File: config.mk
export PLATFORM = sky130hd
export DESIGN_NAME = imp_tile_sched
export DESIGN_NICKNAME = d
export VERILOG_FILES = /design/src/rtl/imp_tile_sched.sv
export SDC_FILE = /design/constraint.sdc
export NUM_CORES = 1
export LEC_CHECK = 0
export BUFFER_PORTS_ARGS = -buffer_cell sky130_fd_sc_hd__buf_4
export CAP_MARGIN = 15
export CORE_MARGIN = 1
export CORE_UTILIZATION = 43
export DETAILED_ROUTE_END_ITERATION = 7
export PLACE_DENSITY = 0.64
export SKIP_CTS_REPAIR_TIMING = 1
export SYNTH_ARGS = -nofsm -noshare
export SYNTH_HDL_FRONTEND = slang
export SYNTH_SLANG_ARGS = --single-unit
export TNS_END_PERCENT = 5
File: constraint.sdc
create_clock -name clk -period 6.4 [get_ports clk]
set_clock_uncertainty 0.15 [all_clocks]
set_input_delay 1.92 -clock clk [delete_from_list [all_inputs] [get_ports clk]]
set_output_delay 1.92 -clock clk [all_outputs]
set_load 0.03 [all_outputs]
File: src/rtl/imp_tile_sched.sv
// rtl/imp_tile_sched.sv - frame-to-tile sequencer driving the image AXI read master
module imp_tile_sched #(
  parameter int              TO_W   = 16,
  parameter logic [TO_W-1:0] TO_CYC = 16'hFFFF
) (
  input  logic        clk,
  input  logic        rst,
  input  logic        cfg_start,
  input  logic        cfg_abort,
  input  logic [7:0]  cfg_frm_w,
  input  logic [7:0]  cfg_frm_h,
  input  logic [7:0]  cfg_tile_w,
  input  logic [7:0]  cfg_tile_h,
  input  logic [31:0] cfg_src_baddr,
  input  logic [31:0] cfg_dst_baddr,
  input  logic [8:0]  cfg_pitch,
  output logic [7:0]  imp_hsize,
  output logic [7:0]  imp_vsize,
  output logic [7:0]  imp_coor_minx,
  output logic [7:0]  imp_coor_miny,
  output logic [31:0] imp_src_baddr,
  output logic [31:0] imp_dst_baddr,
  output logic [8:0]  imp_adr_pitch,
  output logic        imp_st,
  input  logic        imp_done,
  output logic        busy,
  output logic        frame_done,
  output logic        err_timeout,
  output logic [15:0] tile_idx
);

  typedef enum logic [2:0] {
    S_IDLE, S_SETUP, S_START, S_WAIT, S_NEXT, S_DONE, S_ERR
  } state_t;

  localparam logic [TO_W-1:0] TO_LAST = TO_CYC - TO_W'(1);

  state_t          state_q, state_d;
  logic [7:0]      frm_w_q, frm_w_d, frm_h_q, frm_h_d;
  logic [7:0]      tile_w_q, tile_w_d, tile_h_q, tile_h_d;
  logic [31:0]     src_q, src_d, dst_q, dst_d;
  logic [8:0]      pitch_q, pitch_d;
  logic [8:0]      x_q, x_d, y_q, y_d;
  logic [15:0]     tile_idx_q, tile_idx_d;
  logic [TO_W-1:0] cnt_q, cnt_d;
  logic            done_prev_q, done_prev_d;
  logic            err_q, err_d;
  logic [7:0]      hsize_q, hsize_d, vsize_q, vsize_d;
  logic [31:0]     imp_src_q, imp_src_d, imp_dst_q, imp_dst_d;
  logic [8:0]      imp_pitch_q, imp_pitch_d;

  logic [8:0]  x_n, y_n, rem_w, rem_h;
  logic [17:0] row_off;
  logic [31:0] tile_off;
  logic        accept, empty, done_rise;

  always_ff @(posedge clk) begin
    if (rst) begin
      state_q     <= S_IDLE;
      frm_w_q     <= '0;
      frm_h_q     <= '0;
      tile_w_q    <= '0;
      tile_h_q    <= '0;
      src_q       <= '0;
      dst_q       <= '0;
      pitch_q     <= '0;
      x_q         <= '0;
      y_q         <= '0;
      tile_idx_q  <= '0;
      cnt_q       <= '0;
      done_prev_q <= 1'b0;
      err_q       <= 1'b0;
      hsize_q     <= '0;
      vsize_q     <= '0;
      imp_src_q   <= '0;
      imp_dst_q   <= '0;
      imp_pitch_q <= '0;
    end else begin
      state_q     <= state_d;
      frm_w_q     <= frm_w_d;
      frm_h_q     <= frm_h_d;
      tile_w_q    <= tile_w_d;
      tile_h_q    <= tile_h_d;
      src_q       <= src_d;
      dst_q       <= dst_d;
      pitch_q     <= pitch_d;
      x_q         <= x_d;
      y_q         <= y_d;
      tile_idx_q  <= tile_idx_d;
      cnt_q       <= cnt_d;
      done_prev_q <= done_prev_d;
      err_q       <= err_d;
      hsize_q     <= hsize_d;
      vsize_q     <= vsize_d;
      imp_src_q   <= imp_src_d;
      imp_dst_q   <= imp_dst_d;
      imp_pitch_q <= imp_pitch_d;
    end
  end

  always_comb begin
    state_d     = state_q;
    frm_w_d     = frm_w_q;
    frm_h_d     = frm_h_q;
    tile_w_d    = tile_w_q;
    tile_h_d    = tile_h_q;
    src_d       = src_q;
    dst_d       = dst_q;
    pitch_d     = pitch_q;
    x_d         = x_q;
    y_d         = y_q;
    tile_idx_d  = tile_idx_q;
    cnt_d       = cnt_q;
    done_prev_d = imp_done;
    err_d       = err_q;
    hsize_d     = hsize_q;
    vsize_d     = vsize_q;
    imp_src_d   = imp_src_q;
    imp_dst_d   = imp_dst_q;
    imp_pitch_d = imp_pitch_q;

    // x < frm_w whenever a tile is set up, so the remainders never underflow
    x_n       = x_q + {1'b0, tile_w_q};
    y_n       = y_q + {1'b0, tile_h_q};
    rem_w     = {1'b0, frm_w_q} - x_q;
    rem_h     = {1'b0, frm_h_q} - y_q;
    row_off   = 18'(y_q) * 18'(pitch_q);
    tile_off  = {14'd0, row_off} + {21'd0, x_q, 2'b00};
    empty     = (frm_w_q == 8'd0) || (frm_h_q == 8'd0) ||
                (tile_w_q == 8'd0) || (tile_h_q == 8'd0);
    done_rise = imp_done && !done_prev_q;
    accept    = cfg_start && (state_q == S_IDLE || state_q == S_DONE || state_q == S_ERR);

    if (cfg_abort) begin
      state_d = S_IDLE;
    end else if (accept) begin
      frm_w_d    = cfg_frm_w;
      frm_h_d    = cfg_frm_h;
      tile_w_d   = cfg_tile_w;
      tile_h_d   = cfg_tile_h;
      src_d      = cfg_src_baddr;
      dst_d      = cfg_dst_baddr;
      pitch_d    = cfg_pitch;
      x_d        = '0;
      y_d        = '0;
      tile_idx_d = '0;
      err_d      = 1'b0;
      state_d    = S_SETUP;
    end else begin
      case (state_q)
        S_SETUP: begin
          if (empty) begin
            state_d = S_DONE;
          end else begin
            hsize_d     = ({1'b0, tile_w_q} < rem_w) ? tile_w_q : rem_w[7:0];
            vsize_d     = ({1'b0, tile_h_q} < rem_h) ? tile_h_q : rem_h[7:0];
            imp_src_d   = src_q + tile_off;
            imp_dst_d   = dst_q + tile_off;
            imp_pitch_d = pitch_q;
            state_d     = S_START;
          end
        end
        S_START: begin
          cnt_d   = '0;
          state_d = S_WAIT;
        end
        S_WAIT: begin
          // a done edge in the final timeout cycle still completes the tile
          if (done_rise) begin
            state_d = S_NEXT;
          end else if (cnt_q == TO_LAST) begin
            err_d   = 1'b1;
            state_d = S_ERR;
          end else begin
            cnt_d = cnt_q + TO_W'(1);
          end
        end
        S_NEXT: begin
          if (x_n >= {1'b0, frm_w_q}) begin
            x_d = '0;
            y_d = y_n;
            if (y_n >= {1'b0, frm_h_q}) begin
              state_d = S_DONE;
            end else begin
              tile_idx_d = tile_idx_q + 16'd1;
              state_d    = S_SETUP;
            end
          end else begin
            x_d        = x_n;
            tile_idx_d = tile_idx_q + 16'd1;
            state_d    = S_SETUP;
          end
        end
        S_DONE:  state_d = S_IDLE;
        S_ERR:   state_d = S_ERR;
        default: state_d = S_IDLE;
      endcase
    end
  end

  assign imp_hsize     = hsize_q;
  assign imp_vsize     = vsize_q;
  assign imp_coor_minx = 8'd0;
  assign imp_coor_miny = 8'd0;
  assign imp_src_baddr = imp_src_q;
  assign imp_dst_baddr = imp_dst_q;
  assign imp_adr_pitch = imp_pitch_q;
  assign imp_st        = (state_q == S_START) && !cfg_abort;
  assign frame_done    = (state_q == S_DONE) && !cfg_abort;
  assign busy          = (state_q == S_SETUP) || (state_q == S_START) ||
                         (state_q == S_WAIT) || (state_q == S_NEXT);
  assign err_timeout   = err_q;
  assign tile_idx      = tile_idx_q;

endmodule

### Yosys cells after proc, flatten, opt, wreduce, memory -nomap -nowiden

Index checks and enable logic that the tools add are counted.
W data, S select, Z words.

| word-level totals | value |
|---|---|
| register bits after elaboration | 249 |
| word-level logic and storage cells | 109 |
| output and inout port bits | 125 |
| input bits | 110 |

| cells by class | value |
|---|---|
| mux-type cells | 26 |
| multiply operators | 1 |
| order comparisons | 4 |
| equality and inequality tests | 13 |
| reduce and logical (&&, ||, !) cells | 33 |
| bitwise operators | 3 |
| add/subtract/negate cells | 9 |

Operators by type and width:

| operator | number |
|---|---|
| $mux W16 | 6 |
| $add A32 B19 Y32 | 2 |
| $mux W9 | 6 |
| $add A16 B1 Y16 const B | 2 |
| $logic_not A8 Y1 | 4 |
| $pmux W16 S2 | 1 |
| $add A18 B11 Y19 | 1 |
| $add A9 B8 Y9 | 2 |
| $ge A9 B8 Y1 | 2 |
| $lt A8 B9 Y1 | 2 |
| $mul A9 B9 Y18 | 1 |
| $sub A8 B9 Y9 | 2 |
| $eq A16 B16 Y1 const B | 1 |
| $mux W8 | 2 |
| $mux W3 | 5 |
| $pmux W3 S5 | 1 |
| $reduce_bool A2 Y1 | 5 |
| $eq A3 B3 Y1 const B | 3 |
| $logic_or A1 B1 Y1 | 8 |
| $reduce_and A4 Y1 | 2 |
| $eq A3 B2 Y1 const B | 2 |
| $ne A2 B2 Y1 const B | 3 |
| $ne A3 B3 Y1 const B | 2 |
| $reduce_and A3 Y1 | 2 |
| other kinds (11) | 22 |

### Longest topological paths before layout

| logic depth | value |
|---|---|
| depth in word-level cells | 7 |
| gate-level depth with buffers | 28 |
| depth with buffers taken out | 27 |

### Worst setup path after synthesis

No wires, ideal clock.

| path | value |
|---|---|
| kind | register to register |
| from | register y_q[5] |
| to | register imp_src_q[20] (netlist: imp_src_baddr[20]) |
| setup slack | -0.244 ns |
| clock period less this slack | 6.644 ns |
| path buffers | 1 |
| arrival time | 6.375 ns |
| library setup time | 0.119 ns |
| stages on the path, launching flop included | 27 |
| data required time | 6.131 ns |
| cell sequence | dfxtp_1 clkbuf_1 nand2_1 fa_1 inv_1 fa_1 inv_1 fa_1 inv_1 fa_1 inv_1 fa_1 inv_1 ha_1 o21ai_0 or3_1 a31oi_1 a21oi_1 xnor2_1 ha_1 nor2b_1 o21ai_0 o21ai_0 nor3_1 nor2_1 a211o_1 o221a_2 |

| between the ends | value |
|---|---|
| word-level cells in the longest chain between the ends | 3 |

RTL lines:

| what | line | RTL |
|---|---|---|
| start, declared | 43 | `logic [8:0] x_q, x_d, y_q, y_d;` |
| start signal, assigned | 88 | `y_q <= y_d;` |
| $mul A9 B9 Y18 | 127 | `row_off = 18'(y_q) * 18'(pitch_q);` |
| $add A18 B11 Y19 | 128 | `tile_off = {14'd0, row_off} + {21'd0, x_q, 2'b00};` |
| $add A32 B19 Y32 | 157 | `imp_src_d = src_q + tile_off;` |
| end signal, assigned | 95 | `imp_src_q <= imp_src_d;` |
| end, declared | 49 | `logic [31:0] imp_src_q, imp_src_d, imp_dst_q, imp_dst_d;` |

Every way passes these cells.
A chain may end at the register's enable or synchronous reset.

### Worst setup path in the final report

| path | value |
|---|---|
| from | register y_q[6] |
| to | register imp_dst_q[27] (netlist: imp_dst_baddr[27]) |

| between the ends | value |
|---|---|
| word-level cells in the longest chain between the ends | 3 |

RTL lines:

| what | line | RTL |
|---|---|---|
| $mul A9 B9 Y18 | 127 |  |
| $add A18 B11 Y19 | 128 |  |
| $add A32 B19 Y32 | 158 | `imp_dst_d = dst_q + tile_off;` |
| end signal, assigned | 96 | `imp_dst_q <= imp_dst_d;` |
| end, declared | 49 |  |

Every way passes these cells.

==> flow_summary.ini <==
[synthesis]
ys_async_sr_fraction_pct = 0
synth_common_cells = 394 x nand2_1, 249 x dfxtp_1, 226 x a21oi_1
yosys.area.top_type_share_pct = 29.63
synth_area_leader_cell = dfxtp_1
ys_ff_latch = 249
post-synth-top-count-cell = nand2_1
ys_types = 71
synth_area_leaders = dfxtp_1 30%, ha_1 12%, nand2_1 8.8%, fa_1 7.6%, a21oi_1 6.7%
yosysWarnings = 0
ys_seq_area_share_pct = 29.63
netlist_area_sq_um = 16820
syn_area_per_cell_sq_um = 8.014
synth_edf_count = 0
synth_ff_type = dfxtp_1
syn_inst = 2099

[floorplan]
die_area_sq_um = 39910
ios = 235
rows = 72
die_height_um = 199.8
core_area_sq_um = 38650
start_util_pct = 43.52
fp.dieW_um = 199.8

[timing]
slew_viol_final = 0
maxSlewHeadroom_pct = 29.35
worst_pin_slew_ns = 1.060
setup_viol = 19
period_share_pct = 101.7
setup_ws_ns = -0.1099
max_freq_mhz = 153.6
period_needed_ns = 6.510
rsz0062_at_grt = true
hold_violations = 0

[power_and_ir_drop]
leakage_uw = 0.009304
peakVddDrop_v = 0.0001985
powerDensity_nw_per_um2 = 179.3

[critical_path]
reg2reg_from = y_q[6]
crit_slowest_cell = fa_2
cp-start-kind = flip-flop
cp-endpoint = imp_dst_baddr[27]
cp_slowest_stage_delay_ns = 0.56
worst-r2r-cell-count = 25
crit_top_cell = fa_1
cp-startpoint = y_q[6]
required_ns = 6.73
r2r_end = imp_dst_baddr[27]
cp_max_fo = 6
r2r_setup_slack_ns = -0.11
end_kind = flip-flop
crit_type = reg -> reg
arrival_ns = 6.84

[clock_network]
clkLatencyLatePin_ns = 0.58
clockBufferDepth = 3
htreeDepth = 1
cts_made_buffers = 29
clk_pin_slew_worst_paths_ns = 0.06
cts.root.buffer_cell = clkbuf_16
cts.sinks = 249
cts_tree = built

[status]
violations = negative setup slack
outcome = finished with violations

[cells_and_area]
final_layout_size_suffix_gt1_share_pct = 24.34
fin_util_pct = 56.04
area_delta_synth_final_pct = 28.75
layout.nets = 2727
register_area_sq_um = 5039
fin_cells = 2930
fill_cells = 3574
multi_input_area_sq_um = 11650
antennaDiodeCount = 0

[job]
timing.max_cap.violations = 0

[grt]
grt_pass1_wl_mm = 76.49
grt_usage_pct = 24.04
antenna_found_initial = 0
grt_pass1_vias = 15020
grt_max_degree = 141
overflow = 0

[route]
viasPerCell = 5.337
drt_iter0_drc = 672
vias = 15640
first_pass_iters = 5
postRouteAntennaNets = 0
routed_wl_mm = 49.27
drcViolationCount = 0
wl_per_cell_um = 16.82

[place]
dpl.cell_count = 2861
io_buffer_count = 218
dp_hpwl_mm = 37.04
place.gp.congestion = 0.8735

[hold_path]
hold_path.class = reg -> reg
hp-start = imp_dst_baddr[12]
## cell usage in the layout, fill, tap and decap left out, types with 12 or more instances in the layout
cell type / instances
a211oi_1: 28
a21o_1: 29
a21oi_1: 211
a21oi_2: 14
a311oi_1: 13
and2_1: 50
and3_1: 14
buf_4: 356
clkbuf_16: 29
conb_1: 16
dfxtp_1: 232
dfxtp_4: 13
fa_1: 59
ha_1: 139
ha_4: 22
inv_1: 123
nand2_1: 380
nand2_2: 12
nand2b_1: 14
nand3_1: 46
nand4_1: 13
nor2_1: 118
nor3_1: 29
nor4_1: 13
o211ai_1: 13
o21a_1: 22
o21ai_0: 36
o21ai_1: 16
or3_1: 17
or4_1: 17
xnor2_1: 44
xor2_1: 38
## report_power, final
group	total [uW]	switching [uW]	leakage, uW	internal, uW
logic	485	280	0.00680	206
clock network	1760	719	0.000479	1040
registers	1630	50.6	0.00203	1580
## stage by stage
stage / cell area [sq um] / power [uW] / setup TNS (ns) / hold slack [ns] / setup WS (ns)
final: 21660 / 3882 / -1.034 / 0.3066 / -0.1099
after global routing: 21660 / 4038 / -7.502 / 0.3206 / -0.3549
after CTS: 20690 / 3906 / -14.38 / 0.3094 / -0.5848
after detailed placement: 19680 / 2140 / -13.47 / 0.2977 / -0.5495
after global placement: 19680 / 2129 / -12.15 / 0.2948 / -0.5443
after floorplan: 16920 / 1970 / -0.1071 / 0.2850 / -0.02055
## worst min path at each step
stage | end | cells past startpoint
6_report | imp_dst_baddr[12] | 2
5_1_grt | imp_src_baddr[6] | 2
4_1_cts | imp_src_baddr[11] | 2
3_5_place_dp | imp_dst_baddr[4] | 2
3_3_place_gp | imp_dst_baddr[12] | 2
2_1_floorplan | pitch_q[2] | 2
## registers in the layout, indices dropped and copies added, names as in the netlist
register / flops
imp_src_baddr: 32
done_prev_q: 1
pitch_q: 9
tile_idx: 16
tile_h_q: 8
imp_adr_pitch: 9
state_q: 3
err_timeout: 1
frm_w_q: 8
frm_h_q: 8
y_q: 9
imp_dst_baddr: 32
imp_hsize: 8
tile_w_q: 8
x_q: 9
src_q: 32
imp_vsize: 8
cnt_q: 16
dst_q: 32
## cell families after synthesis
family / count (synthesis) / synth area share [%]
fa+ha+maj: 225 / 19.59
xor+xnor: 90 / 4.686
compound gates: 474 / 17.57
buf+inv: 251 / 6.025
other cells: 1 / 0.02229
mux: 8 / 0.4909
flops: 249 / 29.63
simple gates: 801 / 21.98
## worst max-delay path: cells and delay by family (launching register included)
family | cells | cell delay (ns)
adders and majority gates | 7 | 3.07
AOI/OAI and AO/OA | 6 | 1.10
and+or+nand+nor | 5 | 0.81
buffers and inverters | 5 | 0.58
DFF | 1 | 0.37
xor gates and xnor gates | 2 | 0.34
## final cells by class
cell class / instances / share of cell area [%]
inverters: 131 / 2.270
clock inverters: 17 / 1.046
clock buffers: 34 / 3.622
multi-input cells: 1614 / 53.81
repair buffers: 367 / 12.99
flip-flops and latches: 249 / 23.27
well taps: 518 / 2.993
## routing by layer
metal	wire length (um)	up-vias	GRT usage, %
li1	-	7767	-
met1	22550	7419	31.98
met5	0	-	0
met2	22910	372	39.83
met4	1586	0	8.482
met3	2227	80	3.259
(Power assumes the default switching activity.)
